File: config.mk
export PLATFORM = sky130hd
export DESIGN_NAME = bcd_result_formatter
export DESIGN_NICKNAME = d
export VERILOG_FILES = /design/src/rtl/bcd_result_formatter.sv
export SDC_FILE = /design/constraint.sdc
export NUM_CORES = 1
export LEC_CHECK = 0
export CAP_MARGIN = 5
export CORE_MARGIN = 4
export CORE_UTILIZATION = 51
export DETAILED_ROUTE_END_ITERATION = 10
export GPL_TIMING_DRIVEN = 0
export PLACE_DENSITY = 0.8
export REMOVE_ABC_BUFFERS = 1
export SLEW_MARGIN = 40
export SYNTH_ARGS = -nofsm -noshare
export SYNTH_HDL_FRONTEND = slang
export SYNTH_SLANG_ARGS = --single-unit
File: constraint.sdc
create_clock -name clk -period 2.2 [get_ports clk]
set_input_delay 0.22 -clock clk [delete_from_list [all_inputs] [get_ports clk]]
set_output_delay 0.22 -clock clk [all_outputs]
set_load 0.01 [all_outputs]
File: src/rtl/bcd_result_formatter.sv
// rtl/bcd_result_formatter.sv - iterative binary-to-BCD result formatter with leading-zero blanking
//
// Converts an unsigned binary result into per-digit display codes using
// shift-add-3 (double dabble), one input bit per clock. It then blanks the
// leading zeros and registers the finished pattern onto digits.
// Codes: 0x0-0x9 digit, 0xA "E", 0xB "r", 0xF blank.
//
// Ports:
//   clk    - rising-edge clock
//   rst_n  - asynchronous active-low reset
//   start  - conversion request, sampled only while idle
//   value  - unsigned binary result, sampled with start
//   err    - error indication, sampled with start; shows "Err"
//   busy   - high from the cycle after acceptance through the DONE cycle
//   done   - one-cycle pulse when digits has just been updated
//   digits - DIGITS 4-bit codes, [3:0] is the rightmost digit
module bcd_result_formatter #(
    parameter int WIDTH  = 16,
    parameter int DIGITS = 5
) (
    input  logic                  clk,
    input  logic                  rst_n,
    input  logic                  start,
    input  logic [WIDTH-1:0]      value,
    input  logic                  err,
    output logic                  busy,
    output logic                  done,
    output logic [4*DIGITS-1:0]   digits
);

    localparam int BW = 4 * DIGITS;
    localparam int CW = $clog2(WIDTH + 1);

    // Idle display is a single "0". The error display is "Err" right-aligned.
    localparam logic [BW-1:0] RST_PAT = {{(DIGITS-1){4'hF}}, 4'h0};
    localparam logic [BW-1:0] ERR_PAT = {{(DIGITS-3){4'hF}}, 12'hABB};

    typedef enum logic [1:0] {IDLE, CONV, BLANK, DONE} state_t;

    state_t            state, state_nx;
    logic [WIDTH-1:0]  shreg;
    logic [BW-1:0]     bcd;
    logic [BW-1:0]     bcd_adj;
    logic [BW-1:0]     blank_pat;
    logic [BW-1:0]     staged;
    logic [CW-1:0]     cnt;
    logic              ovf;
    logic              lead;

    // Every nibble is corrected from its pre-adjust value before the shift.
    always_comb begin
        bcd_adj = bcd;
        for (int i = 0; i < DIGITS; i++) begin
            if (bcd[4*i +: 4] >= 4'd5)
                bcd_adj[4*i +: 4] = bcd[4*i +: 4] + 4'd3;
        end
    end

    // Leading-zero suppression from the top digit down. Digit 0 is excluded
    // so that zero still shows a single "0".
    always_comb begin
        blank_pat = bcd;
        lead      = 1'b1;
        for (int i = DIGITS - 1; i > 0; i--) begin
            if (lead && (bcd[4*i +: 4] == 4'h0))
                blank_pat[4*i +: 4] = 4'hF;
            else
                lead = 1'b0;
        end
    end

    always_comb begin
        state_nx = state;
        case (state)
            IDLE:    if (start) state_nx = err ? DONE : CONV;
            CONV:    if (cnt == CW'(1)) state_nx = BLANK;
            BLANK:   state_nx = DONE;
            DONE:    state_nx = IDLE;
            default: state_nx = IDLE;
        endcase
    end

    always_ff @(posedge clk or negedge rst_n) begin
        if (!rst_n) begin
            state  <= IDLE;
            shreg  <= '0;
            bcd    <= '0;
            cnt    <= '0;
            ovf    <= 1'b0;
            staged <= RST_PAT;
            digits <= RST_PAT;
            done   <= 1'b0;
        end else begin
            state <= state_nx;
            done  <= 1'b0;
            case (state)
                IDLE: begin
                    if (start) begin
                        if (err) begin
                            staged <= ERR_PAT;
                        end else begin
                            shreg <= value;
                            bcd   <= '0;
                            cnt   <= CW'(WIDTH);
                            ovf   <= 1'b0;
                        end
                    end
                end
                CONV: begin
                    // A bit leaving the top nibble means the result needs more digits.
                    bcd   <= {bcd_adj[BW-2:0], shreg[WIDTH-1]};
                    shreg <= {shreg[WIDTH-2:0], 1'b0};
                    ovf   <= ovf | bcd_adj[BW-1];
                    cnt   <= cnt - CW'(1);
                end
                BLANK: begin
                    if (ovf || (bcd[BW-1 -: 4] > 4'd9))
                        staged <= ERR_PAT;
                    else
                        staged <= blank_pat;
                end
                DONE: begin
                    digits <= staged;
                    done   <= 1'b1;
                end
                default: ;
            endcase
        end
    end

    assign busy = (state != IDLE);

endmodule

# After elaboration in Yosys (flattened, before gate mapping)
# Index checks and enable logic that the tools add are counted.
totals:
  ff_bits: 85
  inputBits: 20
  output_inout_bits: 22
  wordCells: 77
op_classes:
  n_addsub: 6
  magnitude_cmp: 6
  eq_ne: 8
  n_mux: 33
  bitwise_logic: 1
  n_reduce_logical: 15
op_table:
  columns: ["op", "n"]
  rows:
  - ["two-way mux 20 bit", 5]
  - ["one-hot mux 20 bit (2 select lines)", 2]
  - ["two-way mux 4 bit", 9]
  - ["two-way mux 16 bit", 2]
  - ["one-hot mux 16 bit (2 select lines)", 1]
  - ["adder 4 x 2 -> 4 bit, second input constant", 5]
  - ["greater-or-equal comparator 4 x 3 -> 1 bit, second input constant", 5]
  - ["logical NOT 4 bit", 4]
  - ["two-way mux 5 bit", 2]
  - ["one-hot mux 5 bit (2 select lines)", 1]
  - ["inequality test 2 bit, second input constant", 4]
  - ["one-hot mux 2 bit (4 select lines)", 1]
  - ["two-way mux 1 bit", 6]
  - ["two-way mux 2 bit", 3]
  - ["AND reduction 3 bit", 2]
  - ["nonzero test 2 bit", 3]
  - ["equality test 5 x 1 -> 1 bit, second input constant", 1]
  - ["subtractor 5 x 1 -> 5 bit, second input constant", 1]
  - ["equality test 2 bit, second input constant", 2]
  - ["greater-than comparator 4 bit, second input constant", 1]
  - ["logical AND 1 bit", 3]
  - ["equality test 2 x 1 -> 1 bit, second input constant", 1]
  - ["logical NOT 2 bit", 1]
  - ["one-hot mux 1 bit (2 select lines)", 1]
  - ["other kinds (3)", 3]

# Logic depth before layout (Yosys ltp)
depth:
  word_depth: 10
  ltp_mapped: 10
  mapped_depth_nobuf: 6

# Least setup slack after synthesis
# Ideal clock, no wire load.
synth_path:
  path_kind: "reg-to-reg"
  startpoint: "register bcd[16]"
  endpoint: "register staged[4]"
  arrival_ns: 1.799
  required_ns: 2.139
  setup_slack_ns: 0.340
  path_stages_with_launch: 7
  path_buffers: 0
  path_cell_list: "dfrtp_1 > inv_1 > ha_1 > or3b_4 > nor4_4 > a31o_2 > o22a_1"
synth_via:
  elab_chain_cells: 10
  word_cells_on_any_way: 12
  classes_between: "order compare (1); mux (6); reduce/logical (5)"
synth_rtl:
  columns: ["item", "line_no", "source"]
  rows:
  - ["start: declaration", "42", "logic [BW-1:0] bcd;"]
  - ["start signal: assignment", "111", "bcd <= {bcd_adj[BW-2:0], shreg[WIDTH-1]};"]
  - ["logical NOT 4 bit", "65", "if (lead && (bcd[4*i +: 4] == 4'h0))"]
  - ["two-way mux 1 bit", "65", null]
  - ["logical AND 1 bit", "65", null]
  - ["two-way mux 1 bit", "65", null]
  - ["logical AND 1 bit", "65", null]
  - ["two-way mux 1 bit", "65", null]
  - ["logical AND 1 bit", "65", null]
  - ["two-way mux 4 bit", "65", null]
  - ["two-way mux 20 bit (*)", "117", "if (ovf || (bcd[BW-1 -: 4] > 4'd9))"]
  - ["one-hot mux 20 bit (2 select lines) (*)", "96", "case (state)"]
  - ["end signal: assignment", "120", "staged <= blank_pat;"]
  - ["end: declaration", "45", "logic [BW-1:0] staged;"]
# Every way passes the cells marked *; elsewhere a longest branch is shown, timed or not.
# A chain may end at the register's enable or synchronous reset.

# Worst setup path after layout
layout_path:
  startpoint: "register bcd[12]"
  endpoint: "register staged[7]"
layout_via:
  elab_chain_cells: 9
layout_rtl:
  columns: ["item", "line_no"]
  rows:
  - ["logical NOT 4 bit (*)", "65"]
  - ["logical AND 1 bit (*)", "65"]
  - ["two-way mux 1 bit (*)", "65"]
  - ["logical AND 1 bit", "65"]
  - ["two-way mux 1 bit (*)", "65"]
  - ["logical AND 1 bit (*)", "65"]
  - ["two-way mux 4 bit (*)", "65"]
  - ["two-way mux 20 bit (*)", "117"]
  - ["one-hot mux 20 bit (2 select lines) (*)", "96"]
# Marks and branches as above.

==> results.cfg <==
[synth]
netlist.area_leader.share_pct = 32.56
synth_instances = 362
synth_seq_area_share_pct = 53.19
count_of_flip_flops_with_a_built_in_enable_after_synthesis = 0
syn_area_per_cell_um2 = 11.25
ys_warn_count = 0
synthesis.area_um2 = 4074
yosys_most_used_dff = sky130_fd_sc_hd__dfrtp_1
synth.ff_latch_count = 85
async_reset_ff_share_pct = 100.0
yosys.area.top_type = sky130_fd_sc_hd__dfrtp_1
netlist_top_cells_area = sky130_fd_sc_hd__dfrtp_1, sky130_fd_sc_hd__dfstp_2, sky130_fd_sc_hd__mux2_2
synth_cell_types = 44

[timing]
relSlewSlack_pct = 51.91
finClkSkew_ns = 0.006127
setup_total_negative_slack_ns = 0
fin_crit_sh_pct = 94.00
max_clock_freq_mhz = 483.6
setup_violations = 0
hold_viol = 0
rsz_0062_raised_after_global_routing = no
post-route-min-period_ns = 2.068
final-max-slew-violation-count = 0
max_slew.worst_pin.slew_ns = 0.7149

[route]
post_drt_via_cell_ratio = 5.478
drtIter0Drc = 80
dr_total_vias = 2783
detail-route-antenna-nets = 0
wirelength_um = 7660
detail_route.first_pass.iterations = 4
detail_route.wl_per_cell_um = 15.08
drc = 0

[global_routing]
grt-ovfl-total = 0
grt_start_max_net_pins = 58
via_count_of_the_first_global_routing_pass = 2702
grt_pass1_wl_um = 12590
antenna_violations_before_repair = 0
groute.usage.overall_pct = 16.38

[die]
core_region_area_um2 = 7727
die_area_um2 = 9482
start_util_pct = 52.72
std_cell_rows = 32
die_y_um = 97.38
chipWidth_um = 97.38
floorplan.io_pins = 42

[cells_and_area]
mostFrequentLayoutCell = sky130_fd_sc_hd__dfrtp_1
nNetsFinal = 440
layout_common_cells = sky130_fd_sc_hd__dfrtp_1, sky130_fd_sc_hd__clkdlybuf4s50_1, sky130_fd_sc_hd__o21ai_0
drive_gt1_share_pct = 22.17
post-route-cell-area_um2 = 4862
diodes = 0
flow.area_growth_from_synthesis_pct = 19.35

[power]
p_total_mw = 5.308
ir_worst_vdd_mv = 0.6368
cellPowerDensity_nw_per_um2 = 1092
power_leakage_nw = 1.961

[worst_setup_path]
setup.worst_path.class = flip-flop to flip-flop
critical_path.max_fanout = 5
cp.required_ns = 2.51
critPathCaptureType = flip-flop
worst_ep_arrival_time_ns = 2.37
critPathLaunchType = flip-flop

[clock_tree]
clock_tree_from_tritoncts = done
htree_levels = 3
clk_transition_reported_paths_ns = 0.09
cts_max_path_buffers = 2
clkSinkCount = 85
insertion_delay_ns = 0.36
clk_root_buffer_cell = sky130_fd_sc_hd__clkbuf_8
cts_inserted_buffers = 9

[min_path]
worstHoldPathType = input port to asynchronous set/reset pin

[place]
place.detailed.hpwl_um = 4986
place.gp.congestion = 0.8105
placedInstanceArea_um2 = 4598
port_buffers = 41

[run_status]
run_status = completed

[flow_run]
drv.max_cap_violation_count = 0
==> cell usage after synthesis, types with 2 or more instances <==
cell	number
sky130_fd_sc_hd__mux2i_1	15
sky130_fd_sc_hd__dfrtp_1	53
sky130_fd_sc_hd__inv_1	19
sky130_fd_sc_hd__o21ai_0	36
sky130_fd_sc_hd__ha_1	19
sky130_fd_sc_hd__xnor2_1	6
sky130_fd_sc_hd__nor2_1	7
sky130_fd_sc_hd__o32a_1	3
sky130_fd_sc_hd__o211ai_1	3
sky130_fd_sc_hd__o311ai_0	2
sky130_fd_sc_hd__o21ai_1	2
sky130_fd_sc_hd__mux2_2	26
sky130_fd_sc_hd__or3_1	2
sky130_fd_sc_hd__nor2b_1	3
sky130_fd_sc_hd__a21oi_1	12
sky130_fd_sc_hd__nand2_1	36
sky130_fd_sc_hd__o22ai_1	7
sky130_fd_sc_hd__dfstp_2	32
sky130_fd_sc_hd__nor3b_1	8
sky130_fd_sc_hd__clkbuf_1	12
sky130_fd_sc_hd__nand3_1	6
sky130_fd_sc_hd__buf_2	4
sky130_fd_sc_hd__nand2b_1	8
sky130_fd_sc_hd__a31oi_1	8
sky130_fd_sc_hd__o22a_1	14
==> per-stage QoR <==
stage	hold slack [ns]	worst slack [ns]	utilization, %	std cells
finish	0.2781	0.1320	62.92	508
CTS	0.2772	0.01929	62.60	506
floorplan	-0.07559	-0.3631	-	344
detailed placement	0.1075	-0.4928	59.50	489
global placement	0.4533	-2.045	58.65	487
global route	0.2997	0.009962	62.92	508
==> cell type report <==
| cell class | count | area (um^2) |
|---|---|---|
| sequential | 85 | 2167 |
| fill | 608 | 2865 |
| inverter | 19 | 71.32 |
| timing repair buffer | 46 | 495.5 |
| multi-input combinational | 240 | 1797 |
| tap | 102 | 127.6 |
| clock inverter | 5 | 41.29 |
| clock buffer | 11 | 162.7 |
==> registers in the layout, summed over array words and instances, names as in the netlist <==
register,cells
bcd,20
digits,20
staged,20
shreg,16
cnt,5
state,2
done,1
ovf,1
==> routing by layer <==
layer	vias to the layer above	global-route usage (%)	wire length, um
met4	0	7.455	102
met2	56	26.20	3678
li1	1372	-	-
met1	1347	21.23	3493
met3	8	3.733	386
met5	-	0	0
==> logic make-up after synthesis <==
kind of cell             Yosys count  synth area share [%]
AO/OA/AOI/OAI                     98                 15.42
XOR/XNOR                           6                 1.290
multiplexers                      41                 10.87
flip-flops                        85                 53.19
adder cells (fa/ha/maj)           19                 5.835
AND/OR/NAND/NOR                   76                 9.675
buffers and inverters             37                 3.716
==> critical path, cell delays in order (launching register included) <==
cell and delay [ns]:
sky130_fd_sc_hd__dfrtp_1 0.43, sky130_fd_sc_hd__inv_1 0.15, sky130_fd_sc_hd__ha_1 0.18, sky130_fd_sc_hd__or3b_2 0.49, sky130_fd_sc_hd__nor4_4 0.36, sky130_fd_sc_hd__a31o_2 0.26, sky130_fd_sc_hd__o22a_1 0.14
==> report_power, final <==
part / total, mW / leakage (nW) / switching (mW) / internal, mW
clock: 1.11 / 0.0973 / 0.590 / 0.518
sequential: 2.21 / 1.03 / 0.226 / 1.98
combinational: 1.99 / 0.837 / 1.10 / 0.895
==> timing repair <==
| action | in CTS | in global routing |
|---|---|---|
| hold buffers | 1 | 0 |
| buffers inserted | 0 | 2 |
| pin swaps | 0 | 1 |
| hold endpoints to repair | 28 | 0 |
| resized for setup | 4 | 3 |
| setup endpoints to repair | 41 | 39 |
==> worst paths after layout <==
kind                                        from                      to  slack, ns  depth (start not counted)
min                                        rst_n    shreg[2]$_DFFE_PN0P_       0.28                          2
min reg2reg                staged[6]$_DFFE_PN1P_   staged[6]$_DFFE_PN1P_       0.47                          2
max in group asynchronous                  rst_n  staged[18]$_DFFE_PN1P_       1.30                          3
max reg2reg                  bcd[12]$_DFFE_PN0P_   staged[7]$_DFFE_PN1P_       0.13                          6
max                          bcd[12]$_DFFE_PN0P_   staged[7]$_DFFE_PN1P_       0.13                          6
min in group clk                        value[0]    shreg[0]$_DFFE_PN0P_       0.43                          3
Note: power is estimated with default switching activity, not from simulation.
